[src/rtl/wb_stage.sv]
// Writeback stage of a Y86-64 pipeline.
// Holds the W pipeline register, drives the register-file write ports with
// bubble/exception suppression and the popq %rsp priority rule, and owns
// processor status: the RUN/HALT machine, the external Stat code and the
// saturating retired-instruction counter.
module wb_stage #(
  parameter int CNT_W = 32
) (
  input  logic             clk,
  input  logic             rst_n,
  input  logic [3:0]       M_stat,
  input  logic [3:0]       M_icode,
  input  logic [63:0]      M_valE,
  input  logic [63:0]      m_valM,
  input  logic [3:0]       M_dstE,
  input  logic [3:0]       M_dstM,
  input  logic             W_stall,
  input  logic             W_bubble,
  output logic [3:0]       W_icode,
  output logic [3:0]       W_stat,
  output logic [3:0]       dstE,
  output logic [63:0]      valE,
  output logic [3:0]       dstM,
  output logic [63:0]      valM,
  output logic [3:0]       Stat,
  output logic             halted,
  output logic [CNT_W-1:0] retired
);

  // Status codes carried down the pipe.
  localparam logic [3:0] STAT_BUB = 4'h0;
  localparam logic [3:0] STAT_AOK = 4'h1;
  localparam logic [3:0] STAT_HLT = 4'h2;
  localparam logic [3:0] STAT_ADR = 4'h3;
  localparam logic [3:0] STAT_INS = 4'h4;

  // Register id meaning "no write", and the nop icode a bubble carries.
  localparam logic [3:0] REG_NONE  = 4'hF;
  localparam logic [3:0] ICODE_NOP = 4'h1;

  localparam logic [CNT_W-1:0] CNT_MAX = '1;

  typedef enum logic {
    RUN  = 1'b0,
    HALT = 1'b1
  } state_t;

  state_t state;

  // Internal W register fields that are not ports themselves.
  logic [63:0] w_vale;
  logic [63:0] w_valm;
  logic [3:0]  w_dste;
  logic [3:0]  w_dstm;

  // Any code outside the defined set is an invalid instruction, so the
  // rest of the stage only ever sees BUB/AOK/HLT/ADR/INS.
  function automatic logic [3:0] norm_stat(input logic [3:0] s);
    if (s > STAT_INS) return STAT_INS;
    else              return s;
  endfunction

  logic [3:0] m_stat_n;
  logic       m_is_exc;
  logic       run;
  logic       bubble_en;
  logic       load_en;

  assign m_stat_n  = norm_stat(M_stat);
  assign m_is_exc  = (m_stat_n == STAT_HLT) || (m_stat_n == STAT_ADR) ||
                     (m_stat_n == STAT_INS);
  assign run       = (state == RUN);
  // Bubble beats stall; in HALT neither has any effect.
  assign bubble_en = run && W_bubble;
  assign load_en   = run && !W_bubble && !W_stall;

  // W pipeline register: reset/bubble load a nop, stall or HALT holds.
  always_ff @(posedge clk) begin
    // NOTE: clocked state uses non-blocking assignments so every register
    // samples pre-edge values; blocking here would create order-dependent races.
    if (!rst_n || bubble_en) begin
      W_stat  <= STAT_BUB;
      W_icode <= ICODE_NOP;
      w_vale  <= '0;
      w_valm  <= '0;
      w_dste  <= REG_NONE;
      w_dstm  <= REG_NONE;
    end else if (load_en) begin
      W_stat  <= m_stat_n;
      W_icode <= M_icode;
      w_vale  <= M_valE;
      w_valm  <= m_valM;
      w_dste  <= M_dstE;
      w_dstm  <= M_dstM;
    end
  end

  // Status machine: the edge that loads an exception into W also halts,
  // so Stat/halted appear together with the offending W contents.
  always_ff @(posedge clk) begin
    if (!rst_n) begin
      state  <= RUN;
      halted <= 1'b0;
      Stat   <= STAT_AOK;
    end else begin
      case (state)
        RUN: begin
          if (load_en && m_is_exc) begin
            state  <= HALT;
            halted <= 1'b1;
            Stat   <= m_stat_n;
          end
        end
        HALT: begin
          // Frozen until reset.
          state  <= HALT;
          halted <= 1'b1;
        end
        default: begin
          state  <= RUN;
          halted <= 1'b0;
          Stat   <= STAT_AOK;
        end
      endcase
    end
  end

  // Retired counter: one count per AOK instruction entering W, saturating.
  always_ff @(posedge clk) begin
    if (!rst_n) begin
      retired <= '0;
    end else if (load_en && (m_stat_n == STAT_AOK) && (retired != CNT_MAX)) begin
      retired <= retired + CNT_W'(1);
    end
  end

  // Register-file write ports, derived from the W register alone so they
  // stay stable through the low phase when the file commits.
  always_comb begin
    // NOTE: every output gets a default first so no path leaves it
    // unassigned, which would otherwise infer a latch.
    dstE = REG_NONE;
    dstM = REG_NONE;
    valE = w_vale;
    valM = w_valm;
    if (W_stat == STAT_AOK) begin
      dstM = w_dstm;
      // popq %rsp: both ports target the same register; the memory value wins.
      if ((w_dste == w_dstm) && (w_dste != REG_NONE)) dstE = REG_NONE;
      else                                            dstE = w_dste;
    end
  end

endmodule

[config.mk]
export PLATFORM = sky130hd
export DESIGN_NAME = wb_stage
export DESIGN_NICKNAME = d
export VERILOG_FILES = /design/src/rtl/wb_stage.sv
export SDC_FILE = /design/constraint.sdc
export NUM_CORES = 1
export LEC_CHECK = 0
export CAP_MARGIN = 10
export CORE_MARGIN = 2
export CORE_UTILIZATION = 37
export DETAILED_ROUTE_END_ITERATION = 16
export GPL_ROUTABILITY_DRIVEN = 1
export MAX_ROUTING_LAYER = met4
export PLACE_DENSITY = 0.73
export SYNTH_ARGS = -nofsm -noshare
export SYNTH_HDL_FRONTEND = slang
export SYNTH_SLANG_ARGS = --single-unit
export TNS_END_PERCENT = 5
[constraint.sdc]
create_clock -name clk -period 2 [get_ports clk]
set_input_delay 0.5 -clock clk [delete_from_list [all_inputs] [get_ports clk]]
set_output_delay 0.5 -clock clk [all_outputs]
set_load 0.005 [all_outputs]
==> load_flow_metrics.sql <==
INSERT INTO impl_metrics (metric_group, metric, value, unit) VALUES
('outcome', 'status', 'complete, but fails checks', ''),
('outcome', 'failed_checks', 'negative setup slack', ''),
('logic_synthesis', 'synth_compound_area_share', '15.3', '%'),
('sta', 'achievable-frequency', '453', 'MHz'),
('logic_synthesis', 'synthDistinctLibCells', '45', ''),
('clock_network', 'cts-root-buf', 'sky130_fd_sc_hd__clkbuf_16', ''),
('clock_network', 'clock-sinks', '182', ''),
('logic_synthesis', 'synth.cell_area', '6880', 'um2'),
('grt', 'grt_pass1_vias', '7320', ''),
('floorplanning', 'initial_utilization', '38.1', '%'),
('detailed_routing', 'vias', '7463', ''),
('logic_synthesis', 'synth_fa_ha_area_share', '0.182', '%'),
('detailed_routing', 'wl', '24000', 'um'),
('logic_synthesis', 'yosys-mux-area-fraction', '0.582', '%'),
('power', 'powerDensity', '709', 'nW/um2'),
('job', 'cap_viol_max_count', '0', ''),
('sta', 'layout_setup_ws', '-0.207', 'ns'),
('logic_synthesis', 'synth_xor_area_share', '0.763', '%'),
('detailed_routing', 'routedWlPerCell', '16.1', 'um'),
('clock_network', 'cts-hold-fix-buffers', '0', ''),
('final_layout', 'antenna_cells', '0', ''),
('power', 'power.total', '8400', 'uW'),
('clock_network', 'cts_tree', 'yes', ''),
('detailed_routing', 'final_antenna_net_count', '0', ''),
('sta', 'report.final.hold_viol_count', '0', ''),
('logic_synthesis', 'ys_seq_elements', '182', ''),
('grt', 'global_route_wire_length_before_repair', '37400', 'um'),
('logic_synthesis', 'synthMostInstantiatedCell', 'sky130_fd_sc_hd__nand2_1', ''),
('floorplanning', 'die_area', '19700', 'um2'),
('final_layout', 'area_growth_syn_to_layout', '72.2', '%'),
('final_layout', 'num-nets-final', '1400', ''),
('logic_synthesis', 'postSynthCellCount', '859', ''),
('clock_network', 'clk_latency', '0.43', 'ns'),
('final_layout', 'drive_above_1_share', '14.9', '%'),
('clock_network', 'clk_transition_reported_paths', '0.07', 'ns'),
('grt', 'grtUsageTotal', '24.6', '%'),
('grt', 'globalRouteOverflowTotal', '0', ''),
('sta', 'setup_viol', '19', ''),
('detailed_routing', 'post_drt_via_cell_ratio', '5.00', ''),
('sta', 'clock-skew-final', '0.0156', 'ns'),
('sta', 'final_max_slew_viol_count', '0', ''),
('grt', 'pin_count_of_the_biggest_net_entering_global_routing', '87', ''),
('power', 'pleak', '0.00433', 'uW'),
('clock_network', 'cts.htree.levels', '4', ''),
('detailed_routing', 'violation_count_after_the_first_detailed_route_iteration', '473', ''),
('logic_synthesis', 'synth_edf_count', '0', ''),
('logic_synthesis', 'postSynthNetCount', '1008', ''),
('logic_synthesis', 'ys_flop_type', 'sky130_fd_sc_hd__dfxtp_1', ''),
('sta', 'fin_crit', '2.21', 'ns'),
('critical_path', 'critical_path_sink_type', 'output pin', ''),
('placement', 'place.detailed.hpwl', '17300', 'um'),
('clock_network', 'clk_path_buf_depth', '2', ''),
('critical_path', 'critPathArrivalTime', '1.71', 'ns'),
('floorplanning', 'placement_rows', '49', ''),
('detailed_routing', 'detail_route.drc_violations', '0', ''),
('floorplanning', 'die_h', '140', 'um'),
('logic_synthesis', 'synth_warnings', '0', ''),
('floorplanning', 'fp.dieW', '140', 'um'),
('logic_synthesis', 'synth_top_family_by_area', 'simple AND/OR/NAND/NOR gates', ''),
('grt', 'antenna_violations_before_repair', '0', ''),
('logic_synthesis', 'syn-mean-instance-area', '8.01', 'um2'),
('clock_network', 'cts-buffers-inserted', '17', ''),
('critical_path', 'critical_path_class', 'register to output pin', ''),
('floorplanning', 'io_pins', '329', ''),
('worst_hold_path', 'hp-class', 'register to register', ''),
('logic_synthesis', 'synthDominantCellAreaShare', '52.9', '%'),
('sta', 'timing.slew.headroom', '57.8', '%'),
('logic_synthesis', 'synth_area_leaders', 'sky130_fd_sc_hd__dfxtp_1 (53%), sky130_fd_sc_hd__nand2_1 (17%), sky130_fd_sc_hd__a21oi_1 (11%)', ''),
('logic_synthesis', 'synth_commonest_cells', 'sky130_fd_sc_hd__nand2_1 (304), sky130_fd_sc_hd__dfxtp_1 (182), sky130_fd_sc_hd__a21oi_1 (156), sky130_fd_sc_hd__clkbuf_1 (47), sky130_fd_sc_hd__nand3_1 (25)', ''),
('sta', 'worst_pin_slew', '0.627', 'ns'),
('placement', 'place.port_buffers', '328', '');
==> logic make-up after synthesis <==
family | after synthesis
flip-flops | 182
buffers and inverters | 62
AND/OR/NAND/NOR | 411
AO/OA/AOI/OAI | 193
XOR/XNOR | 6
multiplexers | 4
adder cells (fa/ha/maj) | 1
==> cell usage in the layout, fill, tap and decap left out, types with 3 or more instances in the layout <==
master                              n
sky130_fd_sc_hd__a31oi_1            3
sky130_fd_sc_hd__o21ai_2            5
sky130_fd_sc_hd__clkdlybuf4s50_1  316
sky130_fd_sc_hd__o21ai_0            8
sky130_fd_sc_hd__bufinv_16          4
sky130_fd_sc_hd__nor2_1            12
sky130_fd_sc_hd__a21oi_2            5
sky130_fd_sc_hd__and3_1             9
sky130_fd_sc_hd__or2_2              3
sky130_fd_sc_hd__or3_1             11
sky130_fd_sc_hd__or3_4              3
sky130_fd_sc_hd__inv_6              6
sky130_fd_sc_hd__nand2b_1           8
sky130_fd_sc_hd__dfxtp_1          168
sky130_fd_sc_hd__buf_4             86
sky130_fd_sc_hd__buf_2              6
sky130_fd_sc_hd__or4_1              7
sky130_fd_sc_hd__buf_6              4
sky130_fd_sc_hd__clkbuf_16         17
sky130_fd_sc_hd__nand4_1           12
sky130_fd_sc_hd__and4_1             3
sky130_fd_sc_hd__inv_1              5
sky130_fd_sc_hd__nand3_1           24
sky130_fd_sc_hd__xor2_1             5
sky130_fd_sc_hd__dfxtp_2           14
sky130_fd_sc_hd__buf_12            13
sky130_fd_sc_hd__mux2i_1            4
sky130_fd_sc_hd__nand2_1          304
sky130_fd_sc_hd__dlygate4sd2_1      4
sky130_fd_sc_hd__o31ai_1            8
sky130_fd_sc_hd__a21oi_1          152
==> power breakdown <==
part / internal, uW / switching (uW) / leakage, uW
Combinational: 559 / 403 / 0.00254
Clock: 2130 / 1550 / 0.000311
Sequential: 3710 / 47.8 / 0.00148
==> path summary, 6_finish.rpt <==
kind         startpoint  cells after the start          end  slack (ns)
max           w_dstm[0]                      6      dstE[1]       -0.21
min            valE[39]                      2     valE[39]        0.45
max reg2reg  retired[8]                      7  retired[21]       -0.12
min reg2reg    valE[39]                      2     valE[39]        0.45
==> timing repair <==
| action | 4_1_cts | 5_1_grt |
|---|---|---|
| pin swaps | 4 | 14 |
| setup endpoints to repair | 31 | 31 |
| resized for setup | 50 | 20 |
| setup buffers | 4 | 1 |
==> layout make-up <==
| type | instances | area [um2] |
|---|---|---|
| Clock buffer | 17 | 425 |
| Clock inverter | 15 | 210 |
| Fill cell | 1503 | 6240 |
| Inverter | 6 | 22.5 |
| Multi-Input combinational cell | 615 | 3070 |
| Sequential cell | 182 | 3660 |
| Tap cell | 229 | 287 |
| Timing Repair Buffer | 429 | 4180 |
==> layer usage <==
metal  up-vias  global-route usage, %  part of all wire (%)
met5         -                      -                     0
met4         0                   9.09                   3.1
met3        58                   7.73                   7.6
met2       293                   41.8                    50
met1      3453                   27.3                    40
li1       3659                      -                     -
==> registers in the layout (all words and copies together) (netlist names) <==
signal / cells
Stat: 4
retired: 32
valE: 64
state: 1
W_icode: 4
w_dstm: 4
valM: 64
halted: 1
w_dste: 4
W_stat: 4
==> worst max-delay path: stages, from the launching register on <==
cell and delay, ns:
sky130_fd_sc_hd__dfxtp_2 0.35, sky130_fd_sc_hd__nand2_1 0.06, sky130_fd_sc_hd__a31oi_1 0.13, sky130_fd_sc_hd__nor2_1 0.07
sky130_fd_sc_hd__o41ai_2 0.39, sky130_fd_sc_hd__or2_4 0.20, sky130_fd_sc_hd__buf_6 0.09
==> through the flow <==
stage | instance area (um2) | hold WS, ns | utilization [%] | instances
2_1_floorplan | 6880 | 0.451 | - | 859
3_3_place_gp | 11100 | 0.435 | 61.4 | 1457
3_5_place_dp | 11100 | 0.446 | 61.4 | 1457
4_1_cts | 11800 | 0.455 | 65.2 | 1492
5_1_grt | 11900 | 0.468 | 65.5 | 1493
6_report | 11900 | 0.452 | 65.5 | 1493
(Power assumes the default switching activity.)
